### config.mk
export PLATFORM = sky130hd
export DESIGN_NAME = mmio_timer_gpio
export DESIGN_NICKNAME = d
export VERILOG_FILES = /design/src/rtl/mmio_timer_gpio.sv
export SDC_FILE = /design/constraint.sdc
export NUM_CORES = 1
export LEC_CHECK = 0
export BUFFER_PORTS_ARGS = -buffer_cell sky130_fd_sc_hd__buf_2
export CAP_MARGIN = 20
export CORE_ASPECT_RATIO = 0.7
export CORE_UTILIZATION = 39
export DETAILED_ROUTE_END_ITERATION = 6
export PLACE_DENSITY_LB_ADDON = 0.12
export SLEW_MARGIN = 20
export SYNTH_ARGS = -nofsm -noshare
export SYNTH_HDL_FRONTEND = slang
export SYNTH_SLANG_ARGS = --single-unit
### constraint.sdc
create_clock -name clk -period 3.6 [get_ports clk]
set_clock_uncertainty 0.05 [all_clocks]
set_input_delay 0.9 -clock clk [delete_from_list [all_inputs] [get_ports clk]]
set_output_delay 0.9 -clock clk [all_outputs]
set_load 0.05 [all_outputs]
### src/rtl/mmio_timer_gpio.sv
// Memory-mapped LED register plus 64-bit prescaled timer with compare/match and IRQ.
// Define MMIO_TIMER_SNAPSHOT_EN to latch MTIME_HI into a shadow on MTIME_LO loads.
module mmio_timer_gpio #(
  parameter logic [31:0] BASE_ADDR = 32'h0001_0000,
  parameter int          LED_W     = 18,
  parameter int          PRESC_W   = 16
) (
  input  logic             clk,
  input  logic             rst_n,
  input  logic [31:0]      addr,
  input  logic [31:0]      dataW,
  input  logic             MemRW,
  input  logic             MemRd,
  output logic             hit,
  output logic [31:0]      dataR,
  output logic [LED_W-1:0] led,
  output logic             irq
);

  logic [LED_W-1:0]   led_q, led_d;
  logic [31:0]        mtime_lo_q, mtime_lo_d;
  logic [31:0]        mtime_hi_q, mtime_hi_d;
  logic [31:0]        cmp_q, cmp_d;
  logic [2:0]         ctrl_q, ctrl_d;
  logic               match_q, match_d;
  logic [PRESC_W-1:0] presc_q, presc_d;
  logic [PRESC_W-1:0] pcnt_q, pcnt_d;

  logic [2:0]  sel;
  logic        we;
  logic        wr_led, wr_lo, wr_hi, wr_cmp, wr_ctrl, wr_stat, wr_pre;
  logic        tick, cmp_hit;
  logic [63:0] mtime_inc, mtime_nx;

  // Address bits [1:0] are ignored by design; MemRd only matters with the snapshot.
  logic unused_bits;
  assign unused_bits = ^{MemRd, addr[1:0]};

  assign hit = (addr[31:5] == BASE_ADDR[31:5]);
  assign sel = addr[4:2];
  assign we  = hit & MemRW;

  assign wr_led  = we & (sel == 3'd0);
  assign wr_lo   = we & (sel == 3'd1);
  assign wr_hi   = we & (sel == 3'd2);
  assign wr_cmp  = we & (sel == 3'd3);
  assign wr_ctrl = we & (sel == 3'd4);
  assign wr_stat = we & (sel == 3'd5);
  assign wr_pre  = we & (sel == 3'd6);

  assign tick      = ctrl_q[0] & (pcnt_q == presc_q);
  assign cmp_hit   = (mtime_lo_q == cmp_q);
  assign mtime_inc = {mtime_hi_q, mtime_lo_q} + 64'd1;

  always_comb begin
    mtime_nx = {mtime_hi_q, mtime_lo_q};
    if (tick) begin
      if (cmp_hit && ctrl_q[1]) mtime_nx = 64'd0;
      else                      mtime_nx = mtime_inc;
    end

    // A software write owns only the half it targets; the other half keeps counting.
    mtime_lo_d = wr_lo ? dataW : mtime_nx[31:0];
    mtime_hi_d = wr_hi ? dataW : mtime_nx[63:32];

    led_d   = wr_led  ? dataW[LED_W-1:0]   : led_q;
    cmp_d   = wr_cmp  ? dataW              : cmp_q;
    ctrl_d  = wr_ctrl ? dataW[2:0]         : ctrl_q;
    presc_d = wr_pre  ? dataW[PRESC_W-1:0] : presc_q;

    // Hardware set beats a simultaneous W1C.
    match_d = (match_q & ~(wr_stat & dataW[0])) | (tick & cmp_hit);

    if (wr_pre || wr_ctrl || !ctrl_q[0] || tick) pcnt_d = '0;
    else                                         pcnt_d = pcnt_q + PRESC_W'(1);
  end

  always_ff @(posedge clk or negedge rst_n) begin
    if (!rst_n) begin
      led_q      <= '0;
      mtime_lo_q <= '0;
      mtime_hi_q <= '0;
      cmp_q      <= '0;
      ctrl_q     <= '0;
      match_q    <= 1'b0;
      presc_q    <= '0;
      pcnt_q     <= '0;
    end else begin
      led_q      <= led_d;
      mtime_lo_q <= mtime_lo_d;
      mtime_hi_q <= mtime_hi_d;
      cmp_q      <= cmp_d;
      ctrl_q     <= ctrl_d;
      match_q    <= match_d;
      presc_q    <= presc_d;
      pcnt_q     <= pcnt_d;
    end
  end

  logic [31:0] hi_rd;

`ifdef MMIO_TIMER_SNAPSHOT_EN
  logic [31:0] shadow_q, shadow_d;

  always_comb begin
    shadow_d = shadow_q;
    if (hit && MemRd && sel == 3'd1) shadow_d = mtime_hi_q;
    if (wr_hi)                       shadow_d = dataW;
  end

  always_ff @(posedge clk or negedge rst_n) begin
    if (!rst_n) shadow_q <= '0;
    else        shadow_q <= shadow_d;
  end

  assign hi_rd = shadow_q;
`else
  assign hi_rd = mtime_hi_q;
`endif

  always_comb begin
    dataR = 32'd0;
    if (hit) begin
      case (sel)
        3'd0:    dataR[LED_W-1:0]   = led_q;
        3'd1:    dataR              = mtime_lo_q;
        3'd2:    dataR              = hi_rd;
        3'd3:    dataR              = cmp_q;
        3'd4:    dataR[2:0]         = ctrl_q;
        3'd5:    dataR[0]           = match_q;
        3'd6:    dataR[PRESC_W-1:0] = presc_q;
        default: dataR              = 32'd0;
      endcase
    end
  end

  assign led = led_q;
  assign irq = match_q & ctrl_q[2];

endmodule

Yosys cells after proc, flatten, opt, wreduce, memory -nomap -nowiden
Cells that the tools add are included.

cells by class
  $add $sub $neg = 2
  equality and inequality tests = 9
  muxes and demuxes = 11
  bitwise logic cells = 15
  reduce and logical (&&, ||, !) cells = 8

operators with widths
  operator                 count
  $mux W64                 2
  $mux W32                 3
  $pmux W13 S5             1
  $add A64 B1 Y64 const B  1
  $pmux W14 S3             1
  $eq A32 B32 Y1           1
  $eq A27 B12 Y1 const B   1
  $add A16 B1 Y16 const B  1
  $eq A16 B16 Y1           1
  $mux W16                 1
  $and A1 B1 Y1            13
  $pmux W2 S6              1
  $eq A3 B3 Y1 const B     3
  $pmux W2 S4              1
  $pmux W1 S7              1
  $eq A3 B2 Y1 const B     2
  $reduce_bool A2 Y1       2
  $eq A3 B1 Y1 const B     1
  $logic_not A3 Y1         1
  $logic_or A1 B1 Y1       3
  $logic_and A1 B1 Y1      1
  $logic_not A1 Y1         1
  $not A1 Y1               1
  $or A1 B1 Y1             1

word-level totals
  bits in registers = 150
  bits of input ports = 68
  output and inout bits = 52
  word-level logic and storage cells = 53

Longest topological paths before layout
Gate-level depths: netlist of run 1.

  depth after elaboration = 7
  gate-level depth with buffers = 10
  depth with buffers taken out = 8

Worst setup path after synthesis of run 1
No wires, ideal clock.

  path type = input port to output port
  start point = in addr[2]
  end point = out dataR[20]
  data arrival time = 2.721 ns
  path slack = -0.071 ns
  stages on the path = 5
  cell sequence = buf_1 -> clkbuf_1 -> buf_1 -> a22oi_1 -> nor2_1

on the way
  cells in the longest elaborated chain, start to end = 3
  elaborated cells between the ends (all ways) = 5
  classes of those cells = eq/ne: 3; mux: 2

RTL lines
  what                                          RTL line  source
  start: declaration                            10        input logic [31:0] addr,
  $eq A3 B2 Y1 or $eq A3 B1 Y1 (tied branches)  124       case (sel)
  $pmux W14 S3 *                                124
  $mux W32 *                                    123       if (hit) begin
  end: declaration                              15        output logic [31:0] dataR,

Every way passes the cells marked *; elsewhere a longest branch is shown, timed or not.

Worst setup path after layout of run 1
  start point = in addr[6]
  end point = out dataR[30]

on the way
  cells in the longest elaborated chain, start to end = 2

RTL lines
  what            RTL line  source
  $eq A27 B12 Y1  39        assign hit = (addr[31:5] == BASE_ADDR[31:5]);
  $mux W32        123

Every way passes these cells.

==> metrics.yaml, run 1 <==
outcome: "complete, no violations"
die_h_um: 132.2
coreArea_mm2: 0.02370
wirelength_um: 32060
track_usage_pct: 26.54
ys.flop_type: "dfrtp_1"
start_util_pct: 39.87
ios: 120
drcViolationCount: 0
min_period_ns: 3.460
path_cells: "buf_2, nor4_2, nand4_1, buf_4, or3_1, buf_4, nor2_1, buf_4"
p_leak_nw: 5.088
viasPerCell: 5.927
crit_top_cell: "buf_4"
crit_type: "in2out"
synth_nets: 1087
vias: 8659
hold_viol_final: 0
cts_buffer_depth: 2
antenna_found_initial: 0
hp-class: "in2async"
powerDensity_mw_per_mm2: 334.3
cts_setup_buffers: 0
synthToLayoutAreaGrowth_pct: 19.84
cts_buffers: 17
hold_buffers: 0
fin_nets: 1200
place.gp.congestion: 0.8717
setup_violations: 0
rsz0062_at_grt: "false"
first_global_vias: 8308
post_cts_resized: 0
cts_root_buf: "clkbuf_16"
critPathSlowestCell: "or3_1"
ys_seq_elements: 150
grt_pass1_wl_um: 49980
firstDrtPassIters: 5
path_clk_slew_ns: 0.06
cts_tree: "done"
clock_latency_ns: 0.44
rows: 47
placed_cell_area_mm2: 0.01067
port_buffers: 116
relSlewSlack_pct: 40.94
synth.avg_cell_area_um2: 9.290
total_power_mw: 3.785
grt_max_degree: 59
layout_commonest_cell: "dfrtp_1"
r2r_cells: 7
synth_edf_count: 0
design_area_mm2: 0.01132
ant_nets: 0
crit_arrival_ns: 2.51
die-area_mm2: 0.02486
tns_ns: 0
dp_hpwl_um: 23310
wl_per_cell_um: 21.94
drive_gt1_share_pct: 28.00
crit_path_max_incr_delay_ns: 0.34
netlist_top_cells_area: "dfrtp_1 40%, mux2_2 9.9%, xnor2_1 4.9%"
htree_levels: 4
register_area_mm2: 0.003754
most-common-layout-cells: "150 x dfrtp_1, 117 x nor2_1, 101 x buf_2, 88 x a21oi_1, 83 x mux2_2"
overflow: 0
worstSetupEndpointType: "output pin"
yosysWarnings: 0
yosys.area.top_type: "dfrtp_1"
num_antenna_cells: 0
yosys.cell_types.count: 57
drt_iter0_markers: 653
postSynthCellCount: 1017
peakVddDrop_mv: 0.3218
fmax_mhz: 289.1
final.fill_count: 2302
worstPathMaxFanout: 14
finalMaxSlewViolations: 0
cp-start-kind: "primary input"
multiInputGateArea_mm2: 0.005393
crit_start: "addr[6]"
clock_sinks: 150
drv_cap: 0
worst_ep_required_time_ns: 2.65
ys_seq_area_share_pct: 39.73
die_w_um: 188.0
regToRegStartpoint: "pcnt_q[3]$_DFF_PN0_"
worst_pin_slew_ns: 0.8826
synth_top_area_share_pct: 39.73
ys_async_sr_fraction_pct: 100.0
post-route-util_pct: 47.77
syn-cell-area_mm2: 0.009448
post-route-period-util_pct: 96.10
-- layout make-up --
class	count	area share, %
Inverter	9	0.2984
Clock buffer	18	3.879
Clock inverter	14	1.459
Tap cell	318	3.514
Multi-Input combinational cell	782	47.63
Sequential cell	150	33.15
Timing Repair Buffer	170	10.07
-- metal layers --
metal	vias up	share of wire (%)	GRT usage, %
met5	-	0	0
met4	0	1.1	6.640
met3	22	7.5	5.882
met2	307	41	37.13
met1	4363	50	40.85
li1	3967	-	-
-- path summary, 6_finish.rpt --
check	to	slack, ns
setup / recovery	dataR[30]	0.14
hold / removal	presc_q[11]$_DFFE_PN0P_	0.38
setup reg to reg	hi_rd[13]$_DFFE_PN0P_	0.44
hold reg to reg	led[11]$_DFFE_PN0P_	0.48
max in group asynchronous	cmp_q[7]$_DFFE_PN0P_	2.35
min in group clk	led[11]$_DFFE_PN0P_	0.48
-- cell families after synthesis --
| logic type | count (synthesis) | share of synthesized area (%) |
|---|---|---|
| and+or+nand+nor | 384 | 20.70 |
| DFF | 150 | 39.73 |
| AOI/OAI and AO/OA | 229 | 15.40 |
| adders and majority gates | 2 | 0.2648 |
| buffers and inverters | 85 | 3.589 |
| muxes | 105 | 14.57 |
| xor gates and xnor gates | 62 | 5.748 |
-- cell usage after synthesis (all sizes together) (3+ instances only) --
cell     instances
o21a             3
a21boi           4
nand2           46
xnor2           53
o2bb2ai          3
nor3            23
nand3           56
a22oi           25
and4             5
clkbuf          64
or2              4
and3            13
a21o            14
a31oi           11
mux2i            4
o22a            15
nor4            18
and2             6
mux4            17
a21oi           88
nand4           35
xor2             9
o31ai           13
mux2            84
nor2b           16
buf             12
o31a             4
or4             10
or3              9
o41ai           10
nand2b          17
o21ai           30
nor2           120
dfrtp          150
inv              9
-- stage by stage --
step           setup slack, ns  instances  hold slack, ns
6_report                0.1404       1461          0.3845
5_1_grt                0.02499       1461          0.4260
4_1_cts                0.01453       1461          0.3967
3_5_place_dp           0.02908       1429          0.4652
3_3_place_gp           0.07384       1429          0.4571
2_1_floorplan         -0.07100       1017          0.4352
-- where the power goes --
| part | internal [mW] | switching, mW | total [mW] |
|---|---|---|---|
| Clock | 1.06 | 0.819 | 1.88 |
| Sequential | 1.68 | 0.000000624 | 1.68 |
| Combinational | 0.0882 | 0.132 | 0.220 |
| Total | 2.83 | 0.951 | 3.78 |
-- sequential cells by signal, indices dropped and copies added (netlist names) --
signal / flops
ctrl_q: 3
match_q: 1
led: 18
presc_q: 16
pcnt_q: 16
mtime_lo_q: 32
cmp_q: 32
hi_rd: 32
-- worst max-delay path: cells and delay by family --
family / cells / cell delay [ns]
buffers and inverters: 4 / 0.71
and+or+nand+nor: 4 / 0.89
(Power assumes the default switching activity.)
==> run 2, diff against run 1 <==
--- a/config.mk
+++ b/config.mk
@@ -7,7 +7,6 @@
 export LEC_CHECK = 0
 export BUFFER_PORTS_ARGS = -buffer_cell sky130_fd_sc_hd__buf_2
 export CAP_MARGIN = 20
-export CORE_ASPECT_RATIO = 0.7
 export CORE_UTILIZATION = 39
 export DETAILED_ROUTE_END_ITERATION = 6
 export PLACE_DENSITY_LB_ADDON = 0.12
==> run 2 against run 1 <==
Compared with the run above: clock power down 6%; sequential power is essentially flat; first-iteration DRC count shrank 20%; non-clock buffer count shrank 15; critical path depth fell by 1.
==> metrics.yaml, run 2 (synthesis gave the netlist of run 1 again) <==
outcome: "complete, no violations"
ant_nets: 0
die_h_um: 157.6
track_usage_pct: 26.06
worst_pin_slew_ns: 0.8626
coreArea_mm2: 0.02361
first_global_vias: 7910
overflow: 0
powerDensity_mw_per_mm2: 329.2
cts_root_buf: "clkbuf_16"
grt_pass1_wl_um: 48130
antenna_found_initial: 0
power.share.clock_pct: 48.0
num_antenna_cells: 0
clock_sinks: 150
rows: 56
cp-start-kind: "primary input"
min_period_ns: 3.430
timing.rr.end: "hi_rd[9]$_DFFE_PN0P_"
r2r_cells: 7
fmax_mhz: 291.6
p_sw_mw: 0.8945
synthToLayoutAreaGrowth_pct: 17.65
worstPathMaxFanout: 14
path_clk_slew_ns: 0.07
cts_buffer_depth: 2
setup_violations: 0
p_leak_nw: 4.978
worst_ep_required_time_ns: 2.65
fin_nets: 1185
viasPerCell: 5.797
pwr-share-seq_pct: 46.1
switching_share_pct: 24.44
peakVddDrop_mv: 0.2082
port_buffers: 116
cts_setup_buffers: 0
relSlewSlack_pct: 42.28
regToRegStartpoint: "mtime_lo_q[16]$_DFFE_PN0P_"
layout.cells.non_filler: 1447
hp-class: "in2async"
layout_commonest_cell: "dfrtp_1"
most-common-layout-cells: "150 x dfrtp_1, 117 x nor2_1, 107 x buf_2, 88 x a21oi_1, 83 x mux2_2"
dp.cells: 1415
place.gp.congestion: 0.8693
intPower_mw: 2.765
dp_hpwl_um: 22280
tns_ns: 0
r2r_slack_ns: 0.42
crit_arrival_ns: 2.48
wl_per_cell_um: 21.35
final.fill_count: 2338
finalMaxSlewViolations: 0
crit_type: "in2out"
crit_start: "addr[14]"
drv_cap: 0
start_util_pct: 40.01
drive_gt1_share_pct: 26.77
vias: 8388
die_w_um: 157.6
drt_iter0_markers: 521
worstSetupEndpointType: "output pin"
cts_buffers: 17
hold_viol_final: 0
die-area_mm2: 0.02485
ios: 120
hold_buffers: 0
drcViolationCount: 0
clock_latency_ns: 0.43
wirelength_um: 30890
htree_levels: 4
grt_max_degree: 72
post-route-period-util_pct: 95.27
firstDrtPassIters: 7
cts_tree: "done"
combPwrFrac_pct: 6.0
run 2: worst max path at each step:
| stage | endpoint |
|---|---|
| after floorplan | dataR[23] |
| after global placement | dataR[27] |
| after detailed placement | dataR[29] |
| after CTS | dataR[29] |
| after global routing | dataR[31] |
| final | dataR[22] |
run 2: cell type report:
cell class	instances	area, um2	share of cell area (%)
Tap cell	319	399.1	3.591
Timing Repair Buffer	155	974.7	8.769
Clock buffer	22	464.2	4.176
Clock inverter	10	97.59	0.8780
Sequential cell	150	3754	33.77
Multi-Input combinational cell	782	5393	48.51
Inverter	9	33.78	0.3039
run 2: power groups by stage:
stage / sequential [mW] / combinational [mW] / clock, mW
after floorplan: 1.72 / 0.0859 / 0
after global placement: 1.72 / 0.222 / 0
after detailed placement: 1.72 / 0.221 / 0
after CTS: 1.69 / 0.221 / 1.78
after global routing: 1.68 / 0.240 / 1.84
final: 1.69 / 0.219 / 1.76
run 2: metrics by stage:
stage / power (mW) / setup slack (ns) / cell area (um2) / hold WS [ns] / utilization (%)
floorplan: 1.803 / -0.07100 / 9455 / 0.4352 / -
global placement: 1.939 / 0.1552 / 10520 / 0.4627 / 44.56
detailed placement: 1.938 / 0.1504 / 10520 / 0.4692 / 44.56
CTS: 3.686 / 0.1403 / 11080 / 0.4685 / 46.94
global route: 3.767 / -0.005836 / 11120 / 0.4880 / 47.08
finish: 3.660 / 0.1704 / 11120 / 0.4218 / 47.08
run 2: what timing repair did:
item                                   4_1_cts  5_1_grt
setup endpoints to repair                    0       12
resized for setup                            0       10
endpoints found under the hold margin        0        0
run 2: worst max-delay path: stages:
cell,delay [ns]
buf_2,0.10
nor4_1,0.30
nand4_1,0.18
or3_1,0.42
buf_4,0.21
nor2_2,0.10
buf_2,0.26
run 2: layer usage:
| layer | part of all wire, % | track usage [%] | routed length, um | vias to the layer above |
|---|---|---|---|---|
| met3 | 5.5 | 4.024 | 1687 | 40 |
| met1 | 47 | 37.87 | 14620 | 4152 |
| met5 | 0 | 0 | 0 | - |
| met2 | 45 | 39.23 | 13770 | 261 |
| met4 | 2.6 | 8.784 | 811 | 0 |
| li1 | - | - | - | 3935 |
==> run 3, diff against run 2 <==
--- a/config.mk
+++ b/config.mk
@@ -9,7 +9,7 @@
 export CAP_MARGIN = 20
 export CORE_UTILIZATION = 39
 export DETAILED_ROUTE_END_ITERATION = 6
-export PLACE_DENSITY_LB_ADDON = 0.12
+export PLACE_DENSITY = 0.58
 export SLEW_MARGIN = 20
 export SYNTH_ARGS = -nofsm -noshare
 export SYNTH_HDL_FRONTEND = slang
==> run 3 against run 2 <==
Compared with the run above: global-route usage fell by 0.87 points; largest power group unchanged; largest cell class unchanged; sequential share of layout area rose by 0.11 points; combinational power is 2% lower; register-to-register slack about the same; cell count unchanged; die area unchanged; final area fell by 0.32%; via count up 1.0%; sequential cell count is the same; critical path type unchanged; count of clock-buffer cells in the layout down 1; sequential power about the same; first-iteration DRC count rose by 28%.
==> metrics.yaml, run 3 (synthesis gave the netlist of run 1 again) <==
final.fill_count: 2323
grt_max_degree: 67
register_area_mm2: 0.003754
worstSetupEndpointType: "output pin"
place.gp.congestion: 0.9379
ant_nets: 0
antenna_found_initial: 0
grt_pass1_wl_um: 47460
ios: 120
cts_buffer_depth: 2
crit_type: "in2out"
setup_violations: 0
htree_levels: 4
powerDensity_mw_per_mm2: 333.9
min_period_ns: 3.384
clock_sinks: 150
crit_arrival_ns: 2.43
most-common-layout-cells: "150 x dfrtp_1, 117 x nor2_1, 115 x buf_2, 88 x a21oi_1, 83 x mux2_2"
clock_latency_ns: 0.43
viasPerCell: 5.856
outcome: "complete, no violations"
placed_cell_area_mm2: 0.01050
worst_ep_required_time_ns: 2.65
wirelength_um: 30140
drive_gt1_share_pct: 26.77
fmax_mhz: 295.5
drt_iter0_markers: 666
num_antenna_cells: 0
track_usage_pct: 25.19
overflow: 0
worst_pin_slew_ns: 0.7885
worstPathMaxFanout: 17
vias: 8474
cp-start-kind: "primary input"
peakVddDrop_mv: 0.2557
cts_tree: "done"
wl_per_cell_um: 20.83
drcViolationCount: 0
die_w_um: 157.6
cts_root_buf: "clkbuf_16"
cts_setup_buffers: 0
post-route-util_pct: 46.93
rows: 56
die_h_um: 157.6
first_global_vias: 8155
design_area_mm2: 0.01108
multiInputGateArea_mm2: 0.005380
port_buffers: 116
path_clk_slew_ns: 0.06
relSlewSlack_pct: 47.24
cts_buffers: 17
synthToLayoutAreaGrowth_pct: 17.28
coreArea_mm2: 0.02361
post-route-period-util_pct: 94.01
hold_ws_ns: 0.3649
hold_viol_final: 0
start_util_pct: 40.01
hold_buffers: 0
firstDrtPassIters: 5
rsz0062_at_grt: "false"
finalMaxSlewViolations: 0
die-area_mm2: 0.02485
layout_commonest_cell: "dfrtp_1"
fin_nets: 1185
drv_cap: 0
p_leak_nw: 4.987
hp-class: "in2async"
dp_hpwl_um: 21560
-- run 3: worst paths after layout --
path | slack [ns] | from | end | cells after the start
max in group asynchronous | 2.31 | rst_n | pcnt_q[9]$_DFF_PN0_ | 2
worst min register to register | 0.48 | pcnt_q[0]$_DFF_PN0_ | pcnt_q[0]$_DFF_PN0_ | 1
min in group clk | 0.48 | pcnt_q[0]$_DFF_PN0_ | pcnt_q[0]$_DFF_PN0_ | 1
worst max-delay path | 0.22 | addr[22] | dataR[6] | 6
worst max register to register | 0.41 | mtime_lo_q[16]$_DFFE_PN0P_ | mtime_lo_q[12]$_DFFE_PN0P_ | 8
worst min-delay path | 0.36 | rst_n | ctrl_q[2]$_DFFE_PN0P_ | 1
-- run 3: final cells by class --
| class | instances | area share, % |
|---|---|---|
| well taps | 319 | 3.602 |
| multi-input cells | 782 | 48.55 |
| clock buffers | 21 | 4.155 |
| inverters | 9 | 0.3049 |
| flip-flops and latches | 150 | 33.88 |
| repair buffers | 155 | 8.390 |
| clock inverters | 11 | 1.118 |
-- run 3: repair_timing --
item	CTS	global route
hold endpoints to repair	0	0
gates resized for setup	0	1
setup endpoints to repair	0	1
-- run 3: per-stage QoR --
stage	setup slack, ns	total power [mW]	TNS (ns)	instances
2_1_floorplan	-0.07100	1.803	-0.9918	1017
3_3_place_gp	0.1306	1.934	0	1415
3_5_place_dp	0.1200	1.933	0	1415
4_1_cts	0.1264	3.738	0	1447
5_1_grt	0.07789	3.831	0	1447
6_report	0.2157	3.700	0	1447
-- run 3: report_power, final --
group	internal, mW	total (mW)	switching (mW)
clock	1.06	1.80	0.742
sequential	1.69	1.69	0.000000651
combinational	0.0863	0.214	0.127
total	2.83	3.70	0.869
-- run 3: per-layer routing --
| layer | vias up | global-route usage, % | part of all wire [%] |
|---|---|---|---|
| met5 | - | 0 | 0 |
| met4 | 0 | 7.074 | 2.0 |
| met3 | 37 | 3.778 | 6.1 |
| met2 | 306 | 39.48 | 46 |
| met1 | 4189 | 35.91 | 46 |
| li1 | 3942 | - | - |
-- run 3: worst max-delay path, cell delays in order --
cell     delay [ns]
buf_2          0.10
nor4_1         0.30
nand3_1        0.16
or2_2          0.46
a21oi_1        0.21
buf_2          0.29
